$ cat src/rtl/round_ctr_pkg.sv
// Shared types and helpers for the cipher round/iteration sequencer.
// The state encodings are kept as localparams so other blocks can decode them directly.
package round_ctr_pkg;

    localparam logic [1:0] ST_IDLE = 2'd0;
    localparam logic [1:0] ST_RUN  = 2'd1;
    localparam logic [1:0] ST_DONE = 2'd2;

    typedef enum logic [1:0] {
        IDLE = ST_IDLE,
        RUN  = ST_RUN,
        DONE = ST_DONE
    } round_state_e;

    function automatic logic legal_rounds(input int unsigned value,
                                          input int unsigned max_rounds);
        return (value >= 1) && (value <= max_rounds);
    endfunction

endpackage

$ cat src/rtl/round_iter_counter.sv
// Round/iteration sequencer: loads a round count, steps on advance, and reports the index,
// first/last-round flags, a done pulse and an err pulse for rejected loads.
//
//   state | meaning
//   IDLE  | no sequence; waiting for a legal load
//   RUN   | sequence active; round_idx is the current round
//   DONE  | one cycle after the final advance; done is high
module round_iter_counter
    import round_ctr_pkg::*;
#(
    parameter int unsigned CNT_W      = 4,
    parameter int unsigned MAX_ROUNDS = 10
) (
    input  logic             clk,
    input  logic             rst,
    input  logic             load,
    input  logic [CNT_W-1:0] load_value,
    input  logic             reverse,
    input  logic             advance,
    input  logic             abort,
    output logic [CNT_W-1:0] round_idx,
    output logic             first_round,
    output logic             last_round,
    output logic             busy,
    output logic             done,
    output logic             err
);

    round_state_e     state_q, state_d;
    logic [CNT_W-1:0] rem_q, rem_d;
    logic [CNT_W-1:0] idx_q, idx_d;
    logic             first_q, first_d;
    logic             last_q, last_d;
    logic             rev_q, rev_d;
    logic             err_q, err_d;

    logic             load_ok;
    logic             rem_is_one;

    assign load_ok    = legal_rounds(32'(load_value), MAX_ROUNDS);
    assign rem_is_one = (rem_q == CNT_W'(1));

    always_ff @(posedge clk or posedge rst) begin
        if (rst) begin
            state_q <= IDLE;
        end else begin
            state_q <= state_d;
        end
    end

    always_comb begin
        state_d = state_q;
        case (state_q)
            IDLE: begin
                if (!abort && load && load_ok) state_d = RUN;
            end
            RUN: begin
                if (abort)                               state_d = IDLE;
                else if (!load && advance && rem_is_one) state_d = DONE;
            end
            DONE: begin
                if (!abort && load && load_ok) state_d = RUN;
                else                           state_d = IDLE;
            end
            default: state_d = IDLE;
        endcase
    end

    // A load seen in RUN wins over advance: it is rejected and the step is dropped.
    always_comb begin
        rem_d   = rem_q;
        idx_d   = idx_q;
        first_d = first_q;
        last_d  = last_q;
        rev_d   = rev_q;
        err_d   = 1'b0;
        case (state_q)
            IDLE: begin
                if (!abort && load) begin
                    if (load_ok) begin
                        rem_d   = load_value;
                        idx_d   = reverse ? (load_value - CNT_W'(1)) : '0;
                        first_d = 1'b1;
                        last_d  = (load_value == CNT_W'(1));
                        rev_d   = reverse;
                    end else begin
                        err_d = 1'b1;
                    end
                end
            end
            RUN: begin
                if (abort) begin
                    rem_d   = '0;
                    idx_d   = '0;
                    first_d = 1'b0;
                    last_d  = 1'b0;
                end else if (load) begin
                    err_d = 1'b1;
                end else if (advance) begin
                    first_d = 1'b0;
                    if (rem_is_one) begin
                        rem_d  = '0;
                        last_d = 1'b0;
                    end else begin
                        rem_d  = rem_q - CNT_W'(1);
                        idx_d  = rev_q ? (idx_q - CNT_W'(1)) : (idx_q + CNT_W'(1));
                        last_d = (rem_q == CNT_W'(2));
                    end
                end
            end
            DONE: begin
                if (!abort && load && load_ok) begin
                    rem_d   = load_value;
                    idx_d   = reverse ? (load_value - CNT_W'(1)) : '0;
                    first_d = 1'b1;
                    last_d  = (load_value == CNT_W'(1));
                    rev_d   = reverse;
                end else begin
                    rem_d   = '0;
                    idx_d   = '0;
                    first_d = 1'b0;
                    last_d  = 1'b0;
                    err_d   = !abort && load;
                end
            end
            default: begin
                rem_d   = '0;
                idx_d   = '0;
                first_d = 1'b0;
                last_d  = 1'b0;
            end
        endcase
    end

    always_ff @(posedge clk or posedge rst) begin
        if (rst) begin
            rem_q   <= '0;
            idx_q   <= '0;
            first_q <= 1'b0;
            last_q  <= 1'b0;
            rev_q   <= 1'b0;
            err_q   <= 1'b0;
        end else begin
            rem_q   <= rem_d;
            idx_q   <= idx_d;
            first_q <= first_d;
            last_q  <= last_d;
            rev_q   <= rev_d;
            err_q   <= err_d;
        end
    end

    assign round_idx   = idx_q;
    assign first_round = first_q;
    assign last_round  = last_q;
    assign busy        = (state_q == RUN);
    assign done        = (state_q == DONE);
    assign err         = err_q;

    a_done_after_run: assert property (@(posedge clk) disable iff (rst)
        done |-> ($past(state_q) == RUN));

    a_busy_is_run: assert property (@(posedge clk) disable iff (rst)
        busy == (state_q == RUN));

    a_one_pulse: assert property (@(posedge clk) disable iff (rst)
        !(done && err));

    // Index range follows from remaining: fwd idx+rem == N, rev idx == rem-1.
    a_idx_range: assert property (@(posedge clk) disable iff (rst)
        (state_q == RUN) |-> ((rem_q != '0) &&
                              (rev_q ? (idx_q == rem_q - CNT_W'(1))
                                     : (32'(idx_q) + 32'(rem_q) <= MAX_ROUNDS))));

endmodule

$ cat config.mk
export PLATFORM = sky130hd
export DESIGN_NAME = round_iter_counter
export DESIGN_NICKNAME = d
export VERILOG_FILES = /design/src/rtl/round_ctr_pkg.sv /design/src/rtl/round_iter_counter.sv
export SDC_FILE = /design/constraint.sdc
export NUM_CORES = 1
export LEC_CHECK = 0
export BUFFER_PORTS_ARGS = -buffer_cell sky130_fd_sc_hd__buf_2
export CORE_MARGIN = 5
export CORE_UTILIZATION = 35
export DETAILED_ROUTE_END_ITERATION = 12
export GPL_TIMING_DRIVEN = 0
export PLACE_DENSITY = 0.53
export SYNTH_ARGS = -nofsm -noshare
export SYNTH_HDL_FRONTEND = slang
export SYNTH_SLANG_ARGS = --single-unit
$ cat constraint.sdc
create_clock -name clk -period 1.8 [get_ports clk]
set_clock_uncertainty 0.2 [all_clocks]
set_input_delay 0.36 -clock clk [delete_from_list [all_inputs] [get_ports clk]]
set_output_delay 0.36 -clock clk [all_outputs]
set_load 0.01 [all_outputs]
## Yosys cells after proc, flatten, opt, wreduce, memory -nomap -nowiden

Index checks and enable logic that the tools add are counted.

- Register bits: 14
- Bits of input ports: 10
- Output and inout bits: 9
- Logic and storage cells: 87

- $add $sub $neg: 4
- $lt $le $gt $ge: 2
- Equality and inequality tests: 13
- Mux-type cells: 48
- Reductions and logical operators: 13

Operators with widths:

| cell | number |
|---|---|
| 4-bit two-way mux | 16 |
| 4-bit case mux with 3 select lines | 2 |
| 1-bit two-way mux | 22 |
| 4-bit by 1-bit subtractor with 4-bit output (second input constant) | 3 |
| 3-bit inequality test (second input constant) | 3 |
| 1-bit case mux with 3 select lines | 3 |
| 4-bit by 1-bit equality test with 1-bit output (second input constant) | 2 |
| 4-bit AND reduction | 2 |
| 2-bit two-way mux | 3 |
| 2-bit inequality test (second input constant) | 3 |
| 2-bit case mux with 3 select lines | 1 |
| 1-bit logical AND | 5 |
| 5-bit AND reduction | 1 |
| 4-bit by 1-bit adder with 4-bit output (second input constant) | 1 |
| 4-bit by 2-bit equality test with 1-bit output (second input constant) | 1 |
| 4-bit by 1-bit >= comparator with 1-bit output (second input constant) | 1 |
| 4-bit less-or-equal comparator (second input constant) | 1 |
| 3-bit by 2-bit inequality test with 1-bit output (second input constant) | 1 |
| 2-bit by 1-bit equality test with 1-bit output (second input constant) | 1 |
| 2-bit equality test (second input constant) | 1 |
| 1-bit zero test | 2 |
| 2-bit zero test | 1 |
| 2-bit by 1-bit inequality test with 1-bit output (second input constant) | 1 |
| 1-bit case mux with 2 select lines | 1 |
| 2 further kinds | 2 |

## Longest topological paths before layout

Gate-level depths: netlist of run 1.

- Word-level depth: 7
- Gate-level depth with buffers: 7
- Gate-level depth less buffers: 7

## Worst setup path before layout of run 1

No wires, ideal clock.

- Path kind: input to register
- Start: input port load_value[0]
- End: register rev_q
- Setup time: 0.125 ns
- Arrival time: 1.605 ns
- Data required time: 1.475 ns
- Setup slack: -0.130 ns
- Stages on the path: 6
- Buffers on the path: 0
- Path through: inv_1 -> ha_1 -> nor3b_2 -> o22a_2 -> nor2_1 -> mux2_2

- Longest elaborated chain between the ends: 5
- Elaborated cells on any way between the ends: 7
- Those cells by class: order compare: 2; eq/ne: 2; reduce/logical: 3

Ends and longest elaborated chain:

| what | line | text |
|---|---|---|
| from (decl) | round_iter_counter.sv:17 | `input logic [CNT_W-1:0] load_value,` |
| 4-bit by 1-bit >= comparator with 1-bit output or 4-bit less-or-equal comparator (tied branches) | round_ctr_pkg.sv:17 | `return (value >= 1) && (value <= max_rounds);` |
| 1-bit logical AND (*) | round_ctr_pkg.sv:17 |  |
| 1-bit logical AND | round_iter_counter.sv:112 | `if (!abort && load && load_ok) begin` |
| 2-bit by 1-bit inequality test with 1-bit output (no line) | - |  |
| 4-bit AND reduction (no line) (*) | - |  |
| to (signal assigned) | round_iter_counter.sv:148 | `rev_q <= rev_d;` |
| to (decl) | round_iter_counter.sv:34 | `logic rev_q, rev_d;` |

Every way passes the cells marked *; elsewhere a longest branch is shown, timed or not.
A chain may end at the register's enable or synchronous reset.

## Worst setup path in the final report of run 1

- Start: input port load_value[0]
- End: register idx_q[2], in the netlist round_idx[2]

- Longest elaborated chain between the ends: 5
- Elaborated cells on any way between the ends: 12
- Those cells by class: add/sub: 1; order compare: 2; eq/ne: 1; mux: 5; reduce/logical: 3

Ends and longest elaborated chain:

| what | line | text |
|---|---|---|
| 4-bit by 1-bit subtractor with 4-bit output, or another cell as far along | round_iter_counter.sv:82, round_iter_counter.sv:114 |  |
| 4-bit two-way mux or 1-bit logical AND (tied branches) | round_iter_counter.sv:82, round_iter_counter.sv:114, round_ctr_pkg.sv:17 |  |
| 4-bit two-way mux or 1-bit logical AND (tied branches) | round_iter_counter.sv:80, round_iter_counter.sv:112 |  |
| 4-bit two-way mux, on equally long branches | round_iter_counter.sv:79, round_iter_counter.sv:112 |  |
| 4-bit case mux with 3 select lines | round_iter_counter.sv:77 | `case (state_q)` |
| to (signal assigned) | round_iter_counter.sv:145 | `idx_q <= idx_d;` |
| to (decl) | round_iter_counter.sv:31 | `logic [CNT_W-1:0] idx_q, idx_d;` |

Parallel ways exist; a longest one is shown, timed or not. The select of a mux whose other input is x is not followed.

==> qor.csv, run 1 <==
metric,value,unit
register area share after synthesis,33.53,%
combinational group share of total power,59.5,%
final setup TNS,0,ps
post-synth cell types,33,
final instance area,1416,um^2
DRT iter0 DRCs,28,
Final Hold Fails,0,
GR Overflow Total,0,
GPL Wtd Cong,0.7803,
Synth warnings,0,
sink count of the clock tree,14,
startpoint types,primary input,
Initial Utilization,37.24,%
R2R cell count,6,
fraction of layout instances using a drive strength above 1,39.44,%
largest net degree at the start of global routing,15,
CTS tree,built,
die area,4178,um^2
first-pass GRT wire length,4.719,mm
Ant. Diodes,0,
CP required,1760,ps
crit path capture type,flop,
# setup viols final,0,
Worst slew margin,62.17,%
CTS root buffer,clkbuf_4,
Post-synth EDFFs,0,
WS Path Type,in -> reg,
CP Cell Sequence,buf_6 > inv_8 > ha_4 > nor3b_4 > o22a_2 > o211a_4 > nand2b_4 > a32o_1,
final worst path period need,1799,ps
DP HPWL,2.123,mm
data arrival time of the worst path,1760,ps
layout overhead on the synthesized area,35.57,%
syn nets,134,
RSZ-0062 raised after global routing,true,
Final WS setup,0.5163,ps
IO Port Bufs,17,
max incr delay on CP,290,ps
Synth Cell Area,1045,um^2
Switching Share,42.39,%
register bit total from synthesis,14,
Chip Height,64.64,um
internal power,1.100,mW
f_max,0.5557,GHz
CTS Buf Count,3,
Tot Pwr,1.910,mW
VDD IR-drop max,0.0007204,V
max-cap violation count,0,
drt pass-1 iters,4,
Power Density,1349,nW/um^2
Top delay family on crit path,compound AO/OA/AOI/OAI gates,
gr usage total,14.23,%
max-slew violation total from the final report,0,
Die Width,64.64,um
Buf/Inv on CP,2,
via/cell ratio,5.566,
Nets,163,
"Avg Cell Area, Syn",9.085,um^2
Crit Path Max Fanout,6,
Detailed Route WL,2.769,mm
Worst path slowest cell,o22a_2,
Synth Instances,115,
htree depth,1,
Clock Latency Late Sink,280,ps
Finished Core Util,50.49,%
DRC Markers,0,
net switching power,0.8096,mW
Wirelength per Cell,16.01,um
part of the power in registers,31.3,%
vias in the first global route,938,
"CTS clk-pin slew, worst paths",70,ps
Core Area,2805,um^2
worst min path class,in -> reg,
hold depth,2,
Clk pwr share,9.2,%
Crit path depth,8,
ys flop type,dfrtp_1,
"Cell Area, Placed",1222,um^2
P_leak,0.6075,nW
I/O Pins,19,
Vias,963,
worst slew pin tran,566.8,ps
Post-DRT Antenna Nets,0,
CTS Buffer Depth,2,
status,"complete, no violations",
antenna violations before repair,0,
Setup WS pre-CTS,-447.5,ps
final worst path period share,99.97,%
asr flop ratio synth,100.0,%
Cell Rows,19,
worst paths after layout:
kind                                from      endpoint  slack [ps]
setup / recovery           load_value[0]  round_idx[2]         0.5
hold / removal                   reverse         rev_q         150
setup reg to reg                   rev_q  round_idx[3]          20
hold reg to reg              first_round   first_round         290
max in group asynchronous            rst  round_idx[1]         520
min in group asynchronous            rst    state_q[0]         460
sequential cells by signal, indices dropped and copies added, names as in the netlist:
register     flops
err              1
first_round      1
last_round       1
rem_q            4
rev_q            1
round_idx        4
state_q          2
layer usage:
| metal | vias up | routed length, um | global-route usage [%] |
|---|---|---|---|
| li1 | 472 | - | - |
| met1 | 465 | 1234 | 18.63 |
| met4 | 0 | 19 | 2.111 |
| met3 | 4 | 91 | 3.109 |
| met5 | - | 0 | 0 |
| met2 | 22 | 1424 | 24.61 |
layout make-up:
class	instances	area (um^2)
plain buffers	3	13.76
repair buffers	24	161.4
multi-input cells	91	779.5
flip-flops and latches	14	354.1
well taps	31	38.79
fillers	271	1389
clock buffers	3	22.52
inverters	7	46.29
metrics by stage:
stage	hold WS, ps	instances
floorplan	49.22	115
global placement	234.7	163
detailed placement	244.7	163
CTS	144.9	170
global route	143.0	173
finish	151.3	173
cells in the mapped netlist (2+ instances only):
library cell,instances,area (um^2)
a21o_1,2,15.01
a21oi_1,5,25.02
a32o_1,4,40.04
and2_1,2,12.51
clkbuf_1,2,7.510
dfrtp_1,14,350.3
ha_1,8,100.1
inv_1,7,26.28
mux2_2,2,22.52
nand2_1,9,33.78
nand2b_1,4,25.02
nand3_1,3,15.01
nor2_1,8,30.03
nor2b_1,5,31.28
nor3_1,2,10.01
o21ai_0,13,65.06
o22ai_1,2,12.51
o31ai_1,2,15.01
o32ai_1,3,26.28
xnor2_1,5,43.79
power by group through the flow:
stage          clock [mW]  sequential (mW)  combinational [mW]
3_5_place_dp            0            0.585               0.989
4_1_cts             0.185            0.592                1.08
3_3_place_gp            0            0.579               0.960
6_report            0.175            0.598                1.14
5_1_grt             0.201            0.622                1.28
2_1_floorplan           0            0.576               0.708
placed cells by master (no fill, tap or decap), types with 3 or more instances in the layout:
master and n:
ha_1 3, xnor2_1 5, ha_4 5, a21oi_1 4, dfrtp_2 3, buf_2 16, nand2b_1 4, nand2_1 9
o21ai_0 13, inv_1 5, buf_4 6, nor2b_2 3, dfrtp_1 11, nor2_1 7, a32o_1 4, o32ai_1 3
clkbuf_4 3
what timing repair did:
item                       4_1_cts  5_1_grt
setup endpoints to repair       10       10
setup buffers                    3        3
gates resized for setup         17        8
hold buffers                     1        0
pin swaps                        9        4
hold endpoints to repair        14        0
logic make-up after synthesis:
logic type / count (synthesis) / share of synthesized area [%]
AOI/OAI and AO/OA: 38 / 25.63
xor gates and xnor gates: 5 / 4.191
adders and majority gates: 9 / 11.50
buffers and inverters: 10 / 3.713
DFF: 14 / 33.53
muxes: 3 / 3.114
and+or+nand+nor: 36 / 18.32
Power figures use the tool's default switching activity.
==> run 2, diff against run 1 <==
Settings changed: CTS_BUF_LIST from default to sky130_fd_sc_hd__clkbuf_2.
==> run 2 against run 1 <==
Effect of this change:
- cell area shrank 2.7%
- sequential power is essentially flat
- highest routed layer unchanged
- the run now ends with negative setup slack left
- critical path depth shrank 3
==> qor.csv, run 2 (same netlist as run 1, synthesis figures left out) <==
metric,value,unit
Ant. Diodes,0,
r2r endpoint,round_idx[2],
WS Path Type,reg -> reg,
Final Hold Fails,0,
VDD IR-drop max,0.0006103,V
reg-to-reg critical path startpoint,rev_q,
violated checks,negative setup slack,
"most common cell after layout, fill and taps aside",buf_2,
met1 WL,1.207,mm
fin cells,170,
DRT iter0 DRCs,23,
gr usage total,14.30,%
I/O Pins,19,
CTS tree,built,
Setup WS pre-CTS,-447.5,ps
Tot Pwr,1.853,mW
Worst path slowest cell,dfrtp_2,
GR Overflow Total,0,
Die Width,64.64,um
Detailed Route WL,2.726,mm
first-pass GRT wire length,4.685,mm
largest net degree at the start of global routing,15,
final worst path period share,100.8,%
max-slew violation total from the final report,0,
max incr delay on CP,470,ps
IO Port Bufs,17,
htree depth,1,
# setup viols final,2,
Wirelength per Cell,16.04,um
crit path capture type,flop,
CTS Buf Count,3,
DRC Markers,0,
max-cap violation count,0,
vias in the first global route,935,
r2r setup slk,-10,ps
CTS Buffer Depth,2,
final worst path period need,1814,ps
Power Density,1344,nW/um^2
R2R cell count,5,
CP Cell Sequence,buf_4 > fa_2 > xnor2_1 > o32ai_1 > a32o_2,
hold slack,150.4,ps
Clock Latency Late Sink,280,ps
"CTS clk-pin slew, worst paths",130,ps
DR WL met2,1.428,mm
Top delay family on crit path,flip-flops,
DR top layer,met4,
Final WS setup,-13.65,ps
antenna violations before repair,0,
worst min path class,in -> reg,
CP required,1770,ps
Vias,920,
Worst slew margin,60.91,%
sink count of the clock tree,14,
fraction of layout instances using a drive strength above 1,40.29,%
GPL Wtd Cong,0.7803,
worst setup path endpoint,round_idx[2],
Crit Path Max Fanout,4,
via/cell ratio,5.412,
Cell Rows,19,
f_max,0.5514,GHz
Buf/Inv on CP,1,
Crit path depth,5,
drt pass-1 iters,4,
worst slew pin tran,585.7,ps
Initial Utilization,37.24,%
dpl cells,163,
Nets,160,
status,"complete, but fails checks",
Post-DRT Antenna Nets,0,
Fillers,284,
die area,4178,um^2
Chip Height,64.64,um
RSZ-0062 raised after global routing,true,
"commonest non-fill, non-tap cells in the layout","buf_2 (17), o21ai_0 (13), dfrtp_1 (11), nand2_1 (9), nor2_1 (7)",
met3 WL,79,um
Core Area,2805,um^2
layout overhead on the synthesized area,31.98,%
Critical path origin,rev_q,
DP HPWL,2.123,mm
startpoint types,flop,
CTS root buffer,clkbuf_2,
P_leak,0.6001,nW
data arrival time of the worst path,1790,ps
-- run 2: cell types whose count changed in the layout (fill, tap and decap cells not counted), sizes merged --
cell	delta
buf	-1
clkbuf	-2
-- run 2: worst min-delay path by stage --
stage / from / end / slack (ps) / depth (start not counted)
2_1_floorplan: rst / err / 50 / 1
3_3_place_gp: rst / rev_q / 230 / 2
3_5_place_dp: rst / rev_q / 240 / 2
4_1_cts: reverse / rev_q / 140 / 2
5_1_grt: reverse / rev_q / 120 / 2
6_report: reverse / rev_q / 150 / 2
-- run 2: layer usage --
layer | vias up | GRT usage, %
met5 | - | 0
met4 | 0 | 2.375
met3 | 2 | 3.109
met2 | 15 | 25.52
met1 | 440 | 17.97
li1 | 463 | -
-- run 2: metrics by stage --
step / instance area, um^2 / utilization [%] / TNS [ps]
2_1_floorplan: 1099 / - / -128.3
3_3_place_gp: 1222 / 43.58 / -3988
3_5_place_dp: 1222 / 43.58 / -4145
4_1_cts: 1281 / 45.67 / -161.4
5_1_grt: 1379 / 49.15 / -152.9
6_report: 1379 / 49.15 / -23.66
-- run 2: timing repair --
action,4_1_cts,5_1_grt
setup endpoints to repair,11,11
buffers inserted,1,3
pin swaps,2,10
endpoints found under the hold margin,14,0
hold buffers,1,0
resized for setup,8,18
-- run 2: cell type report --
cell class                      count  area (um^2)  area share (%)
Buffer                              2        10.01          0.7260
Sequential cell                    14        354.1           25.68
Clock buffer                        3        15.01           1.089
Multi-Input combinational cell     91        768.2           55.72
Inverter                            7        46.29           3.358
Timing Repair Buffer               22        146.4           10.62
Tap cell                           31        38.79           2.813
-- run 2: where the power goes --
group / switching (mW) / total [mW] / leakage (nW) / internal [mW]
Clock: 0.101 / 0.147 / 0.0125 / 0.0455
Combinational: 0.549 / 1.11 / 0.413 / 0.561
Sequential: 0.155 / 0.596 / 0.174 / 0.442
==> run 3, diff against run 2 <==
Settings changed: CORE_UTILIZATION 35 to 51, PLACE_DENSITY 0.53 to 0.74.
==> run 3 against run 2 <==
Effect of this change:
- the flow still finishes with violations (negative setup slack)
- critical path type is now in -> reg
- hold slack got worse by 0.57 ps
- power rose by 5.1%
- sequential share of layout area fell by 0.66 points
- core utilization rose by 23 points
- die area fell by 27%
- register-to-register slack barely moved
==> qor.csv, run 3 (same netlist as run 1, synthesis figures left out) <==
metric,value,unit
I/O Pins,19,
GR Overflow Total,0,
Ant. Diodes,0,
final worst path period share,101.3,%
# setup viols final,2,
reg-to-reg critical path startpoint,rev_q,
Nets,163,
Wirelength per Cell,15.97,um
Finished Core Util,71.88,%
DRT iter0 DRCs,16,
Worst slew margin,64.81,%
Clock Latency Late Sink,260,ps
startpoint types,primary input,
Die Width,55.26,um
GPL Wtd Cong,0.8658,
CTS tree,built,
Hold Path Sink,rev_q,
worst min path class,in -> reg,
Hold Path Origin,reverse,
fraction of layout instances using a drive strength above 1,41.55,%
Final WS setup,-22.78,ps
sink count of the clock tree,14,
DRC Markers,0,
layout overhead on the synthesized area,34.97,%
"CTS clk-pin slew, worst paths",110,ps
f_max,0.5486,GHz
Cell Rows,16,
CTS root buffer,clkbuf_2,
"commonest non-fill, non-tap cells in the layout","buf_2 (16), o21ai_0 (12), dfrtp_1 (12), nand2_1 (9), nor2_1 (7)",
drt pass-1 iters,4,
VDD IR-drop max,0.0008811,V
hold depth,2,
die area,3054,um^2
gr usage total,17.27,%
data arrival time of the worst path,1780,ps
final instance area,1410,um^2
crit path capture type,flop,
RSZ-0062 raised after global routing,true,
Core Area,1962,um^2
via/cell ratio,5.893,
Chip Height,55.26,um
vias in the first global route,975,
max-slew violation total from the final report,0,
"most common cell after layout, fill and taps aside",buf_2,
antenna violations before repair,0,
htree depth,1,
r2r endpoint,round_idx[2],
Fillers,172,
Vias,996,
Power Density,1381,nW/um^2
CP required,1760,ps
status,"complete, but fails checks",
worst slew pin tran,527.3,ps
max-cap violation count,0,
Initial Utilization,53.25,%
Crit Path Max Fanout,6,
R2R cell count,5,
largest net degree at the start of global routing,15,
CTS Buf Count,3,
Post-DRT Antenna Nets,0,
first-pass GRT wire length,4.278,mm
hold slack,149.9,ps
Final Hold Fails,0,
r2r setup slk,-10,ps
DP HPWL,1.958,mm
violated checks,negative setup slack,
Detailed Route WL,2.699,mm
P_leak,0.6251,nW
final worst path period need,1823,ps
IO Port Bufs,17,
"Cell Area, Placed",1217,um^2
WS Path Type,in -> reg,
CTS Buffer Depth,2,
## run 3: worst max-delay path by stage
stage | startpoint | to | cells past startpoint
finish | load_value[0] | round_idx[2] | 8
floorplan | load_value[1] | round_idx[1] | 7
CTS | rev_q | round_idx[3] | 6
global placement | load_value[1] | round_idx[3] | 8
detailed placement | load_value[1] | rem_q[1] | 8
global route | round_idx[1] | round_idx[3] | 6
## run 3: critical path, stage by stage
cell and delay (ps):
buf_8 120, inv_8 50, ha_4 130, nor3b_4 220, o22ai_2 130, and2_4 160
o31a_1 310, a32o_2 290
## run 3: repair_timing
item	in CTS	in global routing
gates resized for setup	14	13
cloned	0	0
buffers inserted	4	3
endpoints found under the setup margin	10	10
hold buffers	1	0
hold endpoints to repair	14	0
pin swaps	8	13
## run 3: layout make-up
class | instances | area (um^2) | share of cell area [%]
inverter | 7 | 46.29 | 3.283
timing repair buffer | 25 | 176.4 | 12.51
clock buffer | 3 | 15.01 | 1.065
buffer | 2 | 10.01 | 0.7099
sequential | 14 | 352.8 | 25.02
tap | 27 | 33.78 | 2.396
multi-input combinational | 91 | 775.7 | 55.01
## run 3: metal layers
layer | GRT usage, % | up-vias | wire [um]
met5 | 0 | - | 0
met4 | 6.250 | 0 | 97
met3 | 5.828 | 14 | 125
li1 | - | 469 | -
met2 | 29.22 | 39 | 1362
met1 | 20.15 | 474 | 1114
## run 3: report_power, final
group	internal, mW	switching (mW)	total [mW]
sequential	0.442	0.153	0.595
combinational	0.627	0.597	1.22
clock	0.0455	0.0833	0.129
## run 3: stage by stage
stage                     setup slack, ps  setup TNS (ps)  instances  total power, mW
final                              -22.78          -27.73        169            1.948
after floorplan                    -33.96          -128.3        115            1.284
after detailed placement           -393.2           -3820        159            1.557
after global routing               -75.89          -129.8        169            2.119
after global placement             -349.9           -3397        159            1.509
after CTS                          -51.23          -78.30        167            1.783
